**src/rtl/decode_rf_unit.sv**
```systemverilog
// decode_rf_unit: decode-stage register file with operand forwarding,
// equality compare, immediate sign extension and branch-target adder.
// Optional feature: define RF_WRITE_BYPASS_EN to make a same-cycle write
// visible on the read ports (write-through). Without it, a read during
// the write cycle returns the stored value.
module decode_rf_unit #(
  parameter int DATA_W = 32,
  parameter int ADDR_W = 5
) (
  input  logic              clk_i,
  input  logic              rst_ni,
  input  logic [31:0]       instr_id32,
  input  logic [DATA_W-1:0] pc_plus4_id32,
  input  logic [DATA_W-1:0] alu_out_im32,
  input  logic              forward_rd1_id,
  input  logic              forward_rd2_id,
  input  logic              enable_wreg_iwb,
  input  logic [ADDR_W-1:0] dst_reg_addr_iwb5,
  input  logic [DATA_W-1:0] res_iwb32,
  output logic [DATA_W-1:0] rd1_o32,
  output logic [DATA_W-1:0] rd2_o32,
  output logic [DATA_W-1:0] fwd_rd1_o32,
  output logic [DATA_W-1:0] fwd_rd2_o32,
  output logic              zero_o,
  output logic [DATA_W-1:0] sign_imm_o32,
  output logic [DATA_W-1:0] pc_branch_o32
);

  localparam int NREG = 1 << ADDR_W;

  logic [DATA_W-1:0]        regs_q [NREG];
  logic [DATA_W-1:0]        regs_d [NREG];
  logic [ADDR_W-1:0]        rs_addr;
  logic [ADDR_W-1:0]        rt_addr;
  logic signed [DATA_W-1:0] sign_imm;
  logic                     unused_instr_bits;

  assign rs_addr           = instr_id32[21 +: ADDR_W];
  assign rt_addr           = instr_id32[16 +: ADDR_W];
  // Opcode field is decoded elsewhere; only the register/immediate fields are used here.
  assign unused_instr_bits = ^instr_id32[31:26];

  // Next register-file state: apply the write-back, keep r0 hard-wired to zero.
  always_comb begin
    regs_d = regs_q;
    if (enable_wreg_iwb && (dst_reg_addr_iwb5 != '0)) begin
      regs_d[dst_reg_addr_iwb5] = res_iwb32;
    end
    regs_d[0] = '0;
  end

  // Register storage; reset clears every entry immediately, without a clock.
  always_ff @(posedge clk_i or negedge rst_ni) begin
    if (!rst_ni) begin
      for (int i = 0; i < NREG; i++) begin
        regs_q[i] <= '0;
      end
    end else begin
      regs_q <= regs_d;
    end
  end

  // Combinational read ports, optionally bypassing the in-flight write.
  always_comb begin
    rd1_o32 = regs_q[rs_addr];
    rd2_o32 = regs_q[rt_addr];
`ifdef RF_WRITE_BYPASS_EN
    // Reset gates the bypass so the ports read zero throughout reset.
    if (rst_ni && enable_wreg_iwb && (dst_reg_addr_iwb5 == rs_addr) && (rs_addr != '0)) begin
      rd1_o32 = res_iwb32;
    end
    if (rst_ni && enable_wreg_iwb && (dst_reg_addr_iwb5 == rt_addr) && (rt_addr != '0)) begin
      rd2_o32 = res_iwb32;
    end
`endif
  end

  // Forwarding muxes, branch compare, immediate extension and branch target.
  always_comb begin
    fwd_rd1_o32   = forward_rd1_id ? alu_out_im32 : rd1_o32;
    fwd_rd2_o32   = forward_rd2_id ? alu_out_im32 : rd2_o32;
    zero_o        = (fwd_rd1_o32 == fwd_rd2_o32);
    sign_imm      = {{(DATA_W-16){instr_id32[15]}}, instr_id32[15:0]};
    sign_imm_o32  = $unsigned(sign_imm);
    // Word offset: carry out of the MSB is dropped, so targets wrap.
    pc_branch_o32 = pc_plus4_id32 + {sign_imm_o32[DATA_W-3:0], 2'b00};
  end

endmodule

```
**config.mk**
```make
export PLATFORM = sky130hd
export DESIGN_NAME = decode_rf_unit
export DESIGN_NICKNAME = d
export VERILOG_FILES = /design/src/rtl/decode_rf_unit.sv
export SDC_FILE = /design/constraint.sdc
export NUM_CORES = 2
export LEC_CHECK = 0
export BUFFER_PORTS_ARGS = -buffer_cell sky130_fd_sc_hd__buf_4
export CORE_ASPECT_RATIO = 0.6
export CORE_UTILIZATION = 61
export DETAILED_ROUTE_END_ITERATION = 8
export PLACE_DENSITY = 0.81
export SLEW_MARGIN = 5
export SYNTH_ARGS = -nofsm -noshare
export SYNTH_HDL_FRONTEND = slang
export SYNTH_SLANG_ARGS = --single-unit
export TNS_END_PERCENT = 5
```
**constraint.sdc**
```tcl
create_clock -name clk_i -period 3.1 [get_ports clk_i]
set_clock_uncertainty 0.1 [all_clocks]
set_input_delay 0 -clock clk_i [delete_from_list [all_inputs] [get_ports clk_i]]
set_output_delay 0 -clock clk_i [all_outputs]
set_load 0.005 [all_outputs]
```
==> metrics.cfg <==
[status]
status=finished, violations left
violations=setup timing

[global_route]
grt_pass1_vias=44800
grt_overflow=0
antenna_found_initial=13
grt_usage_pct=43.65
grt_max_degree=104
grt_pass1_wl_um=299900

[floorplan]
die_area_mm2=0.09348
num_rows=85
fp.dieH_um=237.2
die_width_um=394.0
core-area_mm2=0.09051
start_util_pct=62.15
io_pins=331

[timing]
rsz0062_at_grt=true
period_minus_slack_ns=4.328
relSlewSlack_pct=38.06
drv_slew=0
setup_viol=4
post-route-period-util_pct=139.6
hold_violations=0
worst_pin_slew_ns=0.9291
timing.fmax_mhz=231.1
final.setup.worst_slack_ns=-1.228

[logic_synthesis]
yosysWarnings=0
async_flop_share_pct=100.0
ys_ff_latch=992
synth_edf_count=0
avgSynthCellArea_um2=13.37
synth_nets=4376
synthesis.area_mm2=0.05625
synth_cell_types=71
netlist_instances=4208
synth_seq_area_share_pct=44.13
ys.flop_type=dfrtp_1

[clock_tree]
cts_buffers=89
clk_latency_ns=0.70
cts_tree=built
cts.sinks=992
ctsHtreeMaxLevel=3
clockRootBuffer=clkbuf_16
ctsLongestPathBuffers=3
clkTransAtPathRegs_ns=0.07

[finish]
largest_reg_flops=992
fin_util_pct=74.61
stdcell_area_mm2=0.06753
area_growth_pct=20.05
drive_gt1_share_pct=54.21
layout.cells.non_filler=6071
top_register=regs_q
fill_cells=5531
largestRegisters=regs_q x992
num-nets-final=4940

[place]
dp_hpwl_um=133400
dpl_cell_area_mm2=0.06345
place_inst=5844
gp_congestion=0.9845
dp_slack_ns=-1.130
place.port_buffers=320

[setup_path]
critPathArrivalTime_ns=4.23
cp.required_ns=3.00
cp-end-kind=output port
critPathBufInv=4
crit_slowest_cell=a221oi_4
cp_cell_sequence=mux2_4 > a221oi_4 > buf_4 > o21ai_2 > a211oi_2 > buf_4 > o31ai_4 > xor2_4 > nor4_2 > nand4_1 > buf_4 > nor4_4 > buf_4
critPathMaxStageDelay_ns=0.51
critPathTopFamily=compound AO/OA/AOI/OAI gates
criticalPathCategory=flop to output port
cp-start-kind=flop
cp_max_fo=2
crit_top_cell=buf_4

[route]
vias=44870
drt_first_pass_iters=6
vias_per_cell=7.391
wl_per_cell_um=33.84
ant_nets=0
initialDrtViolationCount=6517
post-route-drc-count=0
wl_um=205500

[power_and_ir_drop]
leakage_nw=30.14
irDropWorstVdd_uv=529.3
powerDensity_mw_per_mm2=598.5
p_total_mw=40.42

[flow_run]
maxCapViolCount=0

[worst_hold_path]
min_path_type=input pin to async pin

## cell usage after synthesis (24+ instances only)
master,instances,share of area (%)
o22ai_1,65,0.72
a31oi_1,30,0.33
mux4_2,318,13
nor3_1,41,0.36
a211oi_1,31,0.41
o21ai_0,39,0.35
buf_4,57,0.76
a221oi_1,46,0.72
mux2_2,1161,23
buf_2,62,0.55
xor2_1,31,0.48
nor2_1,104,0.69
mux2i_1,182,3.2
dfrtp_1,992,44
buf_1,67,0.45
nand3_1,43,0.38
nand2_1,122,0.81
o221ai_1,25,0.39
a21oi_1,48,0.43
o31ai_1,24,0.32
xnor2_1,26,0.40
ha_1,29,0.65
clkbuf_1,248,1.7
a22oi_1,142,1.9
## power by group
group	internal, mW	total [mW]	switching, mW
Combinational	6.04	10.7	4.70
Clock	6.86	12.1	5.26
Sequential	15.5	17.6	2.08
## layout by cell type (no fill, tap or decap), drive strengths merged, types with 15 or more instances in the layout
master	netlist	layout
a21oi	48	48
a31oi	30	30
o21ai	40	40
o21a	16	16
dlygate4sd3	0	44
ha	29	29
a2bb2oi	15	15
and3	15	15
nor2b	18	18
xor2	31	31
mux2i	182	182
o31ai	24	24
nor2	104	104
clkinv	1	20
o221ai	25	25
xnor2	26	26
nand2	122	122
inv	21	21
clkbuf	248	134
dfrtp	992	992
o22a	19	19
a22oi	142	142
buf	205	882
nand3	43	43
nor3	41	41
o22ai	65	65
a221oi	48	48
mux2	1170	1170
a211oi	31	31
mux4	318	318
## repair_timing
| action | 4_1_cts | 5_1_grt |
|---|---|---|
| endpoints found under the setup margin | 8 | 15 |
| buffers inserted | 7 | 4 |
| hold buffers | 45 | 0 |
| gates resized for setup | 36 | 33 |
| pin swaps | 13 | 14 |
| endpoints found under the hold margin | 1911 | 0 |
## per-stage QoR
step | setup TNS, ns | hold slack (ns)
final | -1.356 | 0.05135
after global routing | -1.400 | 0.04985
after CTS | -1.130 | 0.02128
after detailed placement | -1.130 | -0.09997
after global placement | -1.238 | -0.09997
after floorplan | 0 | -0.3956
## layer usage
metal	share of wire, %	global-route usage [%]
met1	36	58.16
met3	16	19.09
met5	0.090	0.8163
met2	41	60.51
met4	6.1	22.32
## final cells by class
class / count / area (um2) / area share (%)
diodes: 9 / 22.52 / 0.03335
clock buffers: 134 / 2743 / 4.061
clock inverters: 29 / 384.1 / 0.5688
inverters: 22 / 82.58 / 0.1223
multi-input cells: 2741 / 29820 / 44.16
flip-flops and latches: 992 / 24820 / 36.76
well taps: 1218 / 1524 / 2.257
repair buffers: 926 / 8127 / 12.03
## logic make-up (layout without fill, tap and decap cells)
| family | Yosys count | after routing | synth area share [%] |
|---|---|---|---|
| mux | 1670 | 1670 | 39.40 |
| flops | 992 | 992 | 44.13 |
| compound gates | 571 | 571 | 7.467 |
| buf+inv | 475 | 1111 | 3.941 |
| simple gates | 413 | 413 | 3.490 |
| xor+xnor | 57 | 57 | 0.8875 |
| fa+ha+maj | 30 | 30 | 0.6806 |
| other cells | 0 | 9 | 0 |
## final timing paths
path                               startpoint         endpoint  slack (ns)  depth (start not counted)
worst max-delay path              regs_q[805]           zero_o       -1.23                         13
worst min-delay path                   rst_ni      regs_q[103]        0.05                          3
worst max register to register    regs_q[497]      regs_q[497]        1.68                          2
worst min register to register    regs_q[540]      regs_q[540]        0.42                          1
max in group asynchronous              rst_ni      regs_q[353]        2.20                          3
min in group clk_i              instr_id32[3]  sign_imm_o32[3]        0.08                          2
## worst register-to-register path: stages, from the launching register on
cell and delay (ns):
dfrtp_1 0.39, mux2_2 0.27, dlygate4sd3_1 0.54
(Power assumes the default switching activity.)
